### config.mk
export PLATFORM = sky130hd
export DESIGN_NAME = hook_depth_ctrl
export DESIGN_NICKNAME = d
export VERILOG_FILES = /design/src/rtl/fishing_pkg.sv /design/src/rtl/hook_depth_ctrl.sv
export SDC_FILE = /design/constraint.sdc
export NUM_CORES = 1
export LEC_CHECK = 0
export BUFFER_PORTS_ARGS = -buffer_cell sky130_fd_sc_hd__clkbuf_2
export CAP_MARGIN = 20
export CORE_UTILIZATION = 35
export CTS_CLUSTER_SIZE = 24
export DETAILED_ROUTE_END_ITERATION = 7
export GPL_TIMING_DRIVEN = 0
export PLACE_DENSITY = 0.59
export SETUP_SLACK_MARGIN = 0.5
export SLEW_MARGIN = 20
export SYNTH_ARGS = -nofsm -noshare
export SYNTH_HDL_FRONTEND = slang
export SYNTH_SLANG_ARGS = --single-unit
### constraint.sdc
create_clock -name clk -period 3.2 [get_ports clk]
set_input_delay 0.48 -clock clk [delete_from_list [all_inputs] [get_ports clk]]
set_output_delay 0.48 -clock clk [all_outputs]
set_load 0.05 [all_outputs]
### src/rtl/fishing_pkg.sv
// rtl/fishing_pkg.sv - shared fishing-line types and constants
package fishing_pkg;

  // Line controller states
  typedef enum logic [2:0] {
    STOWED,
    READY,
    SINK,
    HOLD,
    REEL
  } state_e;

  // Renderer mode encoding
  localparam logic [1:0] MODE_STOWED = 2'd0;
  localparam logic [1:0] MODE_HOOK   = 2'd1;
  localparam logic [1:0] MODE_BAIT   = 2'd2;

  // Hook depth at rest, tenths of a pixel (62 px)
  localparam logic [13:0] SURFACE_V = 14'd620;

endpackage

### src/rtl/hook_depth_ctrl.sv
// rtl/hook_depth_ctrl.sv - fishing-line hook depth and bait/hooked state controller
module hook_depth_ctrl
  import fishing_pkg::*;
#(
  parameter int MAX_V     = 4600,
  parameter int SINK_STEP = 20,
  parameter int REEL_STEP = 40
) (
  input  logic        clk,
  input  logic        rst_n,
  input  logic        frame_tick,
  input  logic        line_en,
  input  logic        cast_btn,
  input  logic        reel_btn,
  input  logic        bait_load,
  input  logic        bite,
  output logic [1:0]  mode,
  output logic [13:0] mouse_v,
  output logic        hooked,
  output logic        catch_pulse
);

  // Depth arithmetic is done one bit wider so the add cannot wrap before clamping
  localparam logic [14:0] SURF_W = {1'b0, SURFACE_V};
  localparam logic [14:0] MAX_W  = 15'(MAX_V);
  localparam logic [14:0] SINK_W = 15'(SINK_STEP);
  localparam logic [14:0] REEL_W = 15'(REEL_STEP);

  state_e      state_q, state_d;
  logic [13:0] depth_q, depth_d;
  logic        bait_q, bait_d;
  logic        hooked_q, hooked_d;
  logic        catch_q, catch_d;
  logic [1:0]  mode_q, mode_d;

  logic [14:0] depth_w;
  logic [14:0] sink_sum;
  logic [14:0] sink_next;
  logic [14:0] reel_next;
  logic        bite_ok;

  // Saturating candidate depths for one sink or reel step
  always_comb begin
    depth_w   = {1'b0, depth_q};
    sink_sum  = depth_w + SINK_W;
    sink_next = (sink_sum > MAX_W) ? MAX_W : sink_sum;
    reel_next = (depth_w < SURF_W + REEL_W) ? SURF_W : depth_w - REEL_W;
    bite_ok   = bite && bait_q;
  end

  // Next-state, depth and flag logic; no depth step on a state-change cycle
  always_comb begin
    state_d  = state_q;
    depth_d  = depth_q;
    bait_d   = bait_q;
    hooked_d = hooked_q;
    catch_d  = 1'b0;

    if (!line_en) begin
      state_d  = STOWED;
      depth_d  = SURFACE_V;
      bait_d   = 1'b0;
      hooked_d = 1'b0;
    end else begin
      case (state_q)
        STOWED: begin
          state_d = READY;
          depth_d = SURFACE_V;
        end
        READY: begin
          if (bait_load) bait_d = 1'b1;
          if (cast_btn && !reel_btn) state_d = SINK;
        end
        SINK: begin
          if (bite_ok) begin
            hooked_d = 1'b1;
            bait_d   = 1'b0;
            state_d  = REEL;
          end else if (reel_btn) begin
            state_d = REEL;
          end else if (!cast_btn) begin
            state_d = HOLD;
          end else if (frame_tick) begin
            depth_d = sink_next[13:0];
          end
        end
        HOLD: begin
          if (bite_ok) begin
            hooked_d = 1'b1;
            bait_d   = 1'b0;
            state_d  = REEL;
          end else if (reel_btn) begin
            state_d = REEL;
          end else if (cast_btn) begin
            state_d = SINK;
          end
        end
        REEL: begin
          // A hooked fish keeps reeling in regardless of the buttons
          if (!hooked_q && !reel_btn) begin
            state_d = HOLD;
          end else if (frame_tick) begin
            depth_d = reel_next[13:0];
            if (reel_next == SURF_W) begin
              state_d = READY;
              if (hooked_q) begin
                catch_d  = 1'b1;
                hooked_d = 1'b0;
                bait_d   = 1'b0;
              end
            end
          end
        end
        default: begin
          state_d  = STOWED;
          depth_d  = SURFACE_V;
          bait_d   = 1'b0;
          hooked_d = 1'b0;
        end
      endcase
    end

    if (state_d == STOWED) mode_d = MODE_STOWED;
    else if (bait_d)       mode_d = MODE_BAIT;
    else                   mode_d = MODE_HOOK;
  end

  // State and output registers with synchronous active-low reset
  always_ff @(posedge clk) begin
    if (!rst_n) begin
      state_q  <= STOWED;
      depth_q  <= SURFACE_V;
      bait_q   <= 1'b0;
      hooked_q <= 1'b0;
      catch_q  <= 1'b0;
      mode_q   <= MODE_STOWED;
    end else begin
      state_q  <= state_d;
      depth_q  <= depth_d;
      bait_q   <= bait_d;
      hooked_q <= hooked_d;
      catch_q  <= catch_d;
      mode_q   <= mode_d;
    end
  end

  assign mode        = mode_q;
  assign mouse_v     = depth_q;
  assign hooked      = hooked_q;
  assign catch_pulse = catch_q;

endmodule

==> results.txt, run 1 <==
Final Net Count -> 270
Reg2reg start -> mouse_v[4]
Post-synthesis sequential element count -> 22
Reg2reg path depth -> 9
First drt pass iteration count -> 5
CTS Root Cell -> clkbuf_8
DIE AREA -> 5550 um^2
Layout cells sized above 1 -> 23.0%
Relative slew slack -> 62.0%
Max Fclk -> 0.406 GHz
Setup Buffers After CTS -> 0
Post-Syn Nets -> 240
Post-synthesis sequential area ratio -> 24.0%
Synth warn -> 0
Post-Syn Instances -> 227
Critical Path Fanout Max -> 10
Worst Hold Depth -> 2
Routed WL -> 5110 um
Synthesized cell area -> 1840 um^2
Detailed Place HPWL -> 3820 um
Hold endpoint -> state_q[1]
Most frequent cells in the layout -> clkbuf_2 (25), dfxtp_1 (22), a21oi_1 (17)
Critical Path End Type -> flip-flop
Crit-path slowest cell -> a211oi_1
ANT cells -> 0
Num CTS Buffers -> 3
Die W -> 74.5 um
Htree depth -> 1
Routability cong. -> 0.877
CP required -> 3340 ps
Worst reg2reg path endpoint -> state_q[2]
Clk_lat worst skew -> 280 ps
Crit path kind -> flip-flop to flip-flop
Outcome -> finished clean
Worst path bufs/invs -> 2
Vias -> 1867
Clock skew -> 10.5 ps
Pin count of the biggest net entering global routing -> 13
I/O Pins -> 26
Fin crit period -> 2460 ps
Primary FF master, synth -> dfxtp_1
Yosys cell types -> 71
Fin util -> 41.5%
Peak VDD IR -> 0.000134 V
Vias per cell -> 5.73
Final setup violation count -> 0
Effective utilization at floorplan -> 36.2%
Initial antenna violation count -> 0
Register clock-pin slew on the reported worst setup and hold paths -> 90 ps
Vias in the first global route -> 1651
Critical path, cell by cell -> buf_2 > inv_1 > ha_1 > nor2b_1 > nand2_1 > a211o_1 > a211oi_1 > o21a_4 > o41ai_1
Die H -> 74.5 um
First-pass GRT wire length -> 8420 um
CTS Sinks -> 22
Max Transition Viols Final -> 0
Mean Syn Cell Area -> 8.10 um^2
Post-route DRC -> 0
Rows -> 26
CTS Buffer Depth -> 2
CTS Hold Bufs -> 0
Post-route setup TNS -> 0 ps
CP top delay family -> compound AO/OA/AOI/OAI gates
R2R setup slack -> 740 ps
Async SR Flop Fraction -> 0%
Core area -> 5070 um^2
CTS tree -> done
I/O Buffers -> 25
EDFF count, synth -> 0
Starting DRT DRC Count -> 151
Total track usage -> 19.9%
HP Start -> reel_btn
Area delta synth->final -> 14.6%
Leakage power -> 0.815 nW
CP Launch Type -> flip-flop
Worst Tran Pin Value -> 570 ps
Pwr Density -> 284 nW/um^2
DP Area -> 2050 um^2
Final hold viol count -> 0
Most common cell after layout, fill and taps aside -> clkbuf_2
Hold WS -> 444 ps
Gr ovfl total -> 0
Max incr delay on CP -> 440 ps
Routed len/inst -> 15.7 um
Antenna-violating nets left -> 0
Critical path arrival -> 2610 ps
HP Class -> input pin to flip-flop
Finished layout cell area -> 2110 um^2
CTS resizes -> 0
RSZ-0062 raised after global routing -> no
Max_cap viols -> 0
Tcrit/Tclk final -> 77.0%
==> cell families after synthesis <==
kind of cell	count (synthesis)	synth area share [%]
adders and majority gates	5	3.40
muxes	1	0.613
AOI/OAI and AO/OA	86	34.8
xor gates and xnor gates	15	7.15
and+or+nand+nor	73	22.9
DFF	22	24.0
buffers and inverters	25	7.15
==> per-layer routing <==
layer  vias up  global-route usage [%]  part of all wire [%]
met5         -                       0                     0
met4         0                    6.08                   1.7
met3         7                    2.03                   5.0
met2        54                    31.0                    45
met1       879                    28.8                    48
li1        927                       -                     -
==> Yosys cell counts (2+ instances only) <==
master      n  area share (%)
a211oi_1    4             1.6
a21o_1      2            0.82
a21oi_1    17             4.6
a221o_1     3             1.6
a22oi_1     2            0.82
a31oi_1     6             2.0
and3_1      5             1.7
buf_2       6             1.6
buf_4       2            0.82
buf_6       3             1.8
clkbuf_1    5             1.0
dfxtp_1    22              24
ha_1        5             3.4
inv_1       8             1.6
nand2_1    13             2.7
nand2b_1    2            0.68
nand3_1     3            0.82
nand4_1     2            0.68
nor2_1     15             3.1
nor2b_1     3             1.0
nor3_1      5             1.4
nor3b_1     4             1.6
nor4_1      6             2.0
o2111ai_1   3             1.4
o211ai_1    4             1.6
o21a_1      3             1.2
o21ai_0    13             3.5
o21ai_1     3            0.82
o22ai_1     2            0.68
or3_4       2             1.2
xnor2_1     7             3.3
xor2_1      8             3.8
==> how the worst max path moves through the flow <==
stage / startpoint / slack (ps) / cells after the start / endpoint
2_1_floorplan: mouse_v[4] / 710 / 9 / mouse_v[6]
3_3_place_gp: mouse_v[4] / 790 / 9 / state_q[2]
3_5_place_dp: mouse_v[4] / 790 / 9 / state_q[2]
4_1_cts: mouse_v[4] / 760 / 9 / state_q[2]
5_1_grt: mouse_v[4] / 570 / 9 / state_q[2]
6_report: mouse_v[4] / 740 / 9 / state_q[2]
==> per-stage QoR <==
step | setup slack (ps) | total power (W) | instances
2_1_floorplan | 708 | 0.000363 | 227
3_3_place_gp | 793 | 0.000389 | 322
3_5_place_dp | 790 | 0.000390 | 322
4_1_cts | 759 | 0.000600 | 326
5_1_grt | 565 | 0.000620 | 326
6_report | 736 | 0.000598 | 326
==> final cells by class <==
| type | instances | area, um^2 |
|---|---|---|
| Buffer | 17 | 101 |
| Clock buffer | 4 | 55.1 |
| Fill cell | 550 | 2970 |
| Inverter | 8 | 30.0 |
| Multi-Input combinational cell | 180 | 1270 |
| Sequential cell | 22 | 440 |
| Tap cell | 70 | 87.6 |
| Timing Repair Buffer | 25 | 125 |
==> worst register-to-register path, delay by kind of cell (launching register included) <==
kind            cells  cell delay (ps)
simple gates        2              350
flops               1              400
fa+ha+maj           1              210
buf+inv             2              330
compound gates      4             1050
==> state kept, by name (all words and copies together) (netlist names) <==
name / flops
mouse_v: 14
bait_q: 1
hooked: 1
state_q: 3
mode: 2
catch_pulse: 1
==> where the power goes <==
group	switching (W)	leakage [nW]	internal (W)	total, W
clock	0.000104	0.0288	0.000110	0.000214
combinational	0.0000660	0.607	0.0000355	0.000101
sequential	0.00000375	0.178	0.000278	0.000282
(Power assumes the default switching activity.)
==> run 2: changes to the inputs <==
clock period = 2.4 ns   (was 3.2 ns; I/O delays follow)
==> results.txt, run 2 (synthesized netlist as in run 1, its figures left out) <==
Routability cong. -> 0.858 (was 0.877)
DIE AREA -> 5550 um^2 (unchanged)
Layout cells sized above 1 -> 42.4% (was 23.0%)
Die W -> 74.5 um (unchanged)
Sequential power share -> 45.2% (was 47.2%)
Critical Path Fanout Max -> 5 (was 10)
Critical path, cell by cell -> buf_8 > inv_6 > ha_4 > a21o_4 > buf_6 > nand4_1 > a2bb2oi_4 > a31oi_4 > o211ai_1 > a221o_1 (was buf_2 > inv_1 > ha_1 > nor2b_1 > nand2_1 > a211o_1 > a211oi_1 > o21a_4 > o41ai_1)
Pin count of the biggest net entering global routing -> 13 (unchanged)
Max Fclk -> 0.483 GHz (was 0.406 GHz)
CTS Sinks -> 22 (unchanged)
Fillers -> 495 (was 550)
ANT cells -> 0 (unchanged)
Core area -> 5070 um^2 (unchanged)
Area delta synth->final -> 36.3% (was 14.6%)
Max Transition Viols Final -> 0 (unchanged)
Vias per cell -> 5.74 (was 5.73)
Vias -> 1957 (was 1867)
Area of the multi-input gates -> 1500 um^2 (was 1270 um^2)
Tcrit/Tclk final -> 86.2% (was 77.0%)
Clk_lat worst skew -> 270 ps (was 280 ps)
Final setup violation count -> 0 (unchanged)
Reg2reg path depth -> 10 (was 9)
Worst path bufs/invs -> 3 (was 2)
Relative slew slack -> 60.6% (was 62.0%)
Detailed Place HPWL -> 3840 um (was 3820 um)
Largest register FFs -> 14 (unchanged)
Effective utilization at floorplan -> 36.2% (unchanged)
Clock power share -> 34.2% (was 35.9%)
Critical Path End Type -> flip-flop (unchanged)
HP Class -> input pin to flip-flop (unchanged)
Pwr Density -> 330 nW/um^2 (was 284 nW/um^2)
CP required -> 2560 ps (was 3340 ps)
CTS Root Cell -> clkbuf_8 (unchanged)
Peak VDD IR -> 0.000213 V (was 0.000134 V)
I/O Buffers -> 25 (unchanged)
Starting DRT DRC Count -> 173 (was 151)
CTS Buffer Depth -> 2 (unchanged)
Hold WS -> 320 ps (was 444 ps)
Final hold viol count -> 0 (unchanged)
Max_cap viols -> 0 (unchanged)
Routed WL -> 5680 um (was 5110 um)
Int Power -> 0.000582 W (was 0.000424 W)
Rows -> 26 (unchanged)
Fin crit period -> 2070 ps (was 2460 ps)
CTS tree -> done (unchanged)
CP top delay family -> compound AO/OA/AOI/OAI gates (unchanged)
Hold endpoint -> state_q[1] (unchanged)
Initial antenna violation count -> 0 (unchanged)
Worst Tran Pin Value -> 591 ps (was 570 ps)
Most frequent cells in the layout -> clkbuf_2 (28), a21oi_1 (16), buf_4 (15) (was clkbuf_2 (25), dfxtp_1 (22), a21oi_1 (17))
Gr ovfl total -> 0 (unchanged)
Num CTS Buffers -> 3 (unchanged)
Leakage power -> 0.979 nW (was 0.815 nW)
CTS Hold Bufs -> 0 (unchanged)
First-pass GRT wire length -> 8940 um (was 8420 um)
Max incr delay on CP -> 360 ps (was 440 ps)
Vias in the first global route -> 1738 (was 1651)
Net Sw Frac -> 29.7% (was 29.1%)
Final Net Count -> 285 (was 270)
I/O Pins -> 26 (unchanged)
RSZ-0062 raised after global routing -> yes (was no)
Outcome -> finished clean (unchanged)
Clock skew -> 7.72 ps (was 10.5 ps)
Worst reg2reg path endpoint -> mouse_v[3] (was state_q[2])
Post-route setup TNS -> 0 ps (unchanged)
Htree depth -> 1 (unchanged)
R2R setup slack -> 330 ps (was 740 ps)
First drt pass iteration count -> 4 (was 5)
Most common cell after layout, fill and taps aside -> clkbuf_2 (unchanged)
Antenna-violating nets left -> 0 (unchanged)
Die H -> 74.5 um (unchanged)
Total track usage -> 21.2% (was 19.9%)
Reg2reg start -> mouse_v[4] (unchanged)
CP Launch Type -> flip-flop (unchanged)
Crit-path slowest cell -> dfxtp_4 (was a211oi_1)
HP Start -> reel_btn (unchanged)
Sequential cell area -> 463 um^2 (was 440 um^2)
Critical path arrival -> 2230 ps (was 2610 ps)
Comb pwr share -> 20.6% (was 17.0%)
Psw -> 0.000246 W (was 0.000174 W)
Worst Hold Depth -> 2 (unchanged)
Crit path kind -> flip-flop to flip-flop (unchanged)
Routed len/inst -> 16.7 um (was 15.7 um)
Post-route DRC -> 0 (unchanged)
Register clock-pin slew on the reported worst setup and hold paths -> 90 ps (about the same)
-- run 2: timing repair --
item,CTS,global route
gates cloned,1,0
endpoints found under the setup margin,20,20
resized for setup,29,16
buffers inserted,7,7
pin swaps,10,11
-- run 2: cell type report --
cell class | count | share of cell area (%)
Buffer | 17 | 4.70
Clock buffer | 4 | 2.20
Inverter | 8 | 1.40
Multi-Input combinational cell | 180 | 59.9
Sequential cell | 22 | 18.5
Tap cell | 70 | 3.50
Timing Repair Buffer | 40 | 9.79
-- run 2: power by group through the flow --
| stage | Combinational (W) | Clock, W | Sequential (W) |
|---|---|---|---|
| floorplan | 0.0000880 | 0 | 0.000397 |
| global placement | 0.000138 | 0 | 0.000382 |
| detailed placement | 0.000138 | 0 | 0.000383 |
| CTS | 0.000155 | 0.000289 | 0.000374 |
| global route | 0.000184 | 0.000300 | 0.000375 |
| finish | 0.000170 | 0.000283 | 0.000374 |
-- run 2: metal layers --
layer  GRT usage [%]  routed length (um)
met1            30.8                2610
met2            31.1                2530
met5               0                   0
met4            9.85                 166
met3            2.03                 375
-- run 2: per-stage QoR --
stage / power, W / util [%] / setup WS [ps] / instance area, um^2 / instances
2_1_floorplan: 0.000485 / - / 305 / 1920 / 227
3_3_place_gp: 0.000520 / 42.0 / 185 / 2130 / 322
3_5_place_dp: 0.000521 / 42.0 / 201 / 2130 / 322
4_1_cts: 0.000818 / 47.0 / 330 / 2390 / 334
5_1_grt: 0.000860 / 49.4 / 254 / 2500 / 341
6_report: 0.000827 / 49.4 / 331 / 2500 / 341
-- run 2: worst max path at each step --
stage	depth (start not counted)	end	startpoint
floorplan	9	mouse_v[6]	mouse_v[4]
CTS	9	mouse_v[3]	mouse_v[4]
finish	10	mouse_v[3]	mouse_v[4]
global route	8	mouse_v[3]	mouse_v[4]
detailed placement	9	mouse_v[3]	mouse_v[4]
global placement	7	mouse_v[10]	mouse_v[2]
==> run 3: changes to the inputs <==
CELL_PAD_IN_SITES_DETAIL_PLACEMENT = 1   (was not set)
CELL_PAD_IN_SITES_GLOBAL_PLACEMENT = 1   (was not set)
PLACE_DENSITY = 0.74   (was 0.59)
RECOVER_POWER = 100   (was not set)
==> results.txt, run 3 (synthesized netlist as in run 1, its figures left out) <==
Routed WL -> 7100 um (was 5680 um)
Htree depth -> 1 (unchanged)
Post-route DRC -> 0 (unchanged)
Routed len/inst -> 20.1 um (was 16.7 um)
Post-route setup TNS -> 0 ps (unchanged)
Most common cell after layout, fill and taps aside -> buf_4 (was clkbuf_2)
Pin count of the biggest net entering global routing -> 14 (was 13)
Rows -> 26 (unchanged)
Outcome -> finished clean (unchanged)
Critical path arrival -> 2430 ps (was 2230 ps)
Crit-path slowest cell -> a211oi_1 (was dfxtp_4)
Worst path bufs/invs -> 3 (unchanged)
Critical Path End Type -> flip-flop (unchanged)
DP Area -> 2130 um^2 (unchanged)
Effective utilization at floorplan -> 36.2% (unchanged)
Vias in the first global route -> 2099 (was 1738)
R2R setup slack -> 200 ps (was 330 ps)
RSZ-0062 raised after global routing -> yes (unchanged)
Critical Path Fanout Max -> 7 (was 5)
Clk_lat worst skew -> 270 ps (about the same)
I/O Pins -> 26 (unchanged)
Starting DRT DRC Count -> 152 (was 173)
Die H -> 74.5 um (unchanged)
CTS Buffer Depth -> 2 (unchanged)
Relative slew slack -> 59.1% (was 60.6%)
Vias per cell -> 5.81 (was 5.74)
Place WS -> 114 ps (was 201 ps)
Worst Tran Pin Value -> 613 ps (was 591 ps)
CP top delay family -> compound AO/OA/AOI/OAI gates (unchanged)
Overall Power -> 0.000888 W (was 0.000827 W)
I/O Buffers -> 25 (unchanged)
Routability cong. -> 0.894 (was 0.858)
Setup ws final -> 198 ps (was 331 ps)
Critical path, cell by cell -> buf_8 > inv_6 > ha_4 > nor2b_4 > buf_4 > nand2_1 > a211o_1 > a211oi_1 > o21a_4 > and3_1 (was buf_8 > inv_6 > ha_4 > a21o_4 > buf_6 > nand4_1 > a2bb2oi_4 > a31oi_4 > o211ai_1 > a221o_1)
Finished layout cell area -> 2630 um^2 (was 2500 um^2)
Largest register FFs -> 14 (unchanged)
First drt pass iteration count -> 4 (unchanged)
Gr ovfl total -> 0 (unchanged)
Final hold viol count -> 0 (unchanged)
ANT cells -> 0 (unchanged)
Crit path kind -> flip-flop to flip-flop (unchanged)
Register clock-pin slew on the reported worst setup and hold paths -> 100 ps (was 90 ps)
Area delta synth->final -> 43.0% (was 36.3%)
Core area -> 5070 um^2 (unchanged)
Total track usage -> 26.6% (was 21.2%)
Peak VDD IR -> 0.000174 V (was 0.000213 V)
Vias -> 2057 (was 1957)
Hold WS -> 333 ps (was 320 ps)
Pwr Density -> 338 nW/um^2 (was 330 nW/um^2)
Num CTS Buffers -> 3 (unchanged)
First-pass GRT wire length -> 11100 um (was 8940 um)
Max Transition Viols Final -> 0 (unchanged)
Detailed Place HPWL -> 4600 um (was 3840 um)
Fin crit period -> 2200 ps (was 2070 ps)
Max_cap viols -> 0 (unchanged)
Leakage power -> 0.999 nW (was 0.979 nW)
Clock skew -> 3.25 ps (was 7.72 ps)
HP Class -> input pin to flip-flop (unchanged)
CP Launch Type -> flip-flop (unchanged)
Antenna-violating nets left -> 0 (unchanged)
Layout cells sized above 1 -> 39.1% (was 42.4%)
CP required -> 2620 ps (was 2560 ps)
Final setup violation count -> 0 (unchanged)
CTS Sinks -> 22 (unchanged)
Die W -> 74.5 um (unchanged)
DIE AREA -> 5550 um^2 (unchanged)
Initial antenna violation count -> 0 (unchanged)
Tcrit/Tclk final -> 91.7% (was 86.2%)
Max incr delay on CP -> 420 ps (was 360 ps)
Final Net Count -> 298 (was 285)
Max Fclk -> 0.454 GHz (was 0.483 GHz)
Most frequent cells in the layout -> buf_4 (24), clkbuf_1 (21), a21oi_1 (15) (was clkbuf_2 (28), a21oi_1 (16), buf_4 (15))
CTS Root Cell -> clkbuf_8 (unchanged)
CTS tree -> done (unchanged)
[run 3: cell count changes in the layout (fill, tap and decap cells not counted), sizes merged]
cell / previous run / this run
clkbuf: 36 / 38
buf: 25 / 36
[run 3: final timing paths]
| kind | depth (start not counted) | startpoint | end |
|---|---|---|---|
| max | 10 | mouse_v[4] | catch_pulse |
| min | 2 | reel_btn | state_q[1] |
| max reg2reg | 10 | mouse_v[4] | catch_pulse |
| min reg2reg | 2 | mouse_v[0] | mouse_v[0] |
[run 3: report_power, final]
part / total, W / internal (W) / switching, W / leakage (nW)
sequential: 0.000376 / 0.000369 / 0.00000609 / 0.181
combinational: 0.000183 / 0.0000719 / 0.000111 / 0.785
clock: 0.000329 / 0.000182 / 0.000148 / 0.0339
[run 3: repair_timing]
item / in CTS / in global routing
buffers inserted: 19 / 8
endpoints found under the hold margin: 0 / 0
endpoints found under the setup margin: 21 / 21
pin swaps: 19 / 13
resized for setup: 38 / 18
cloned: 1 / 0
hold buffers: 0 / 0
[run 3: worst reg2reg max path: stages, from the launching register on]
cell,delay (ps)
dfxtp_1,380
buf_8,130
inv_6,40
ha_4,160
nor2b_4,140
buf_4,130
nand2_1,50
a211o_1,290
a211oi_1,420
o21a_4,250
and3_1,170
[run 3: metal layers]
layer,wire length [um],up-vias,track usage [%]
met5,0,-,0
li1,-,979,-
met3,290,12,3.12
met4,152,0,7.34
met1,3210,1015,36.2
met2,3450,51,44.0
[run 3: layout make-up]
| type | instances | area, um^2 |
|---|---|---|
| sequential | 22 | 459 |
| timing repair buffer | 53 | 344 |
| clock buffer | 4 | 66.3 |
| tap | 70 | 87.6 |
| multi-input combinational | 180 | 1510 |
| buffer | 17 | 123 |
| inverter | 8 | 35.0 |
| fill | 622 | 2450 |
[run 3: metrics by stage]
stage | cells | util (%)
final | 354 | 51.8
after global routing | 354 | 51.8
after CTS | 346 | 50.2
after detailed placement | 322 | 42.0
after global placement | 322 | 42.0
after floorplan | 227 | -
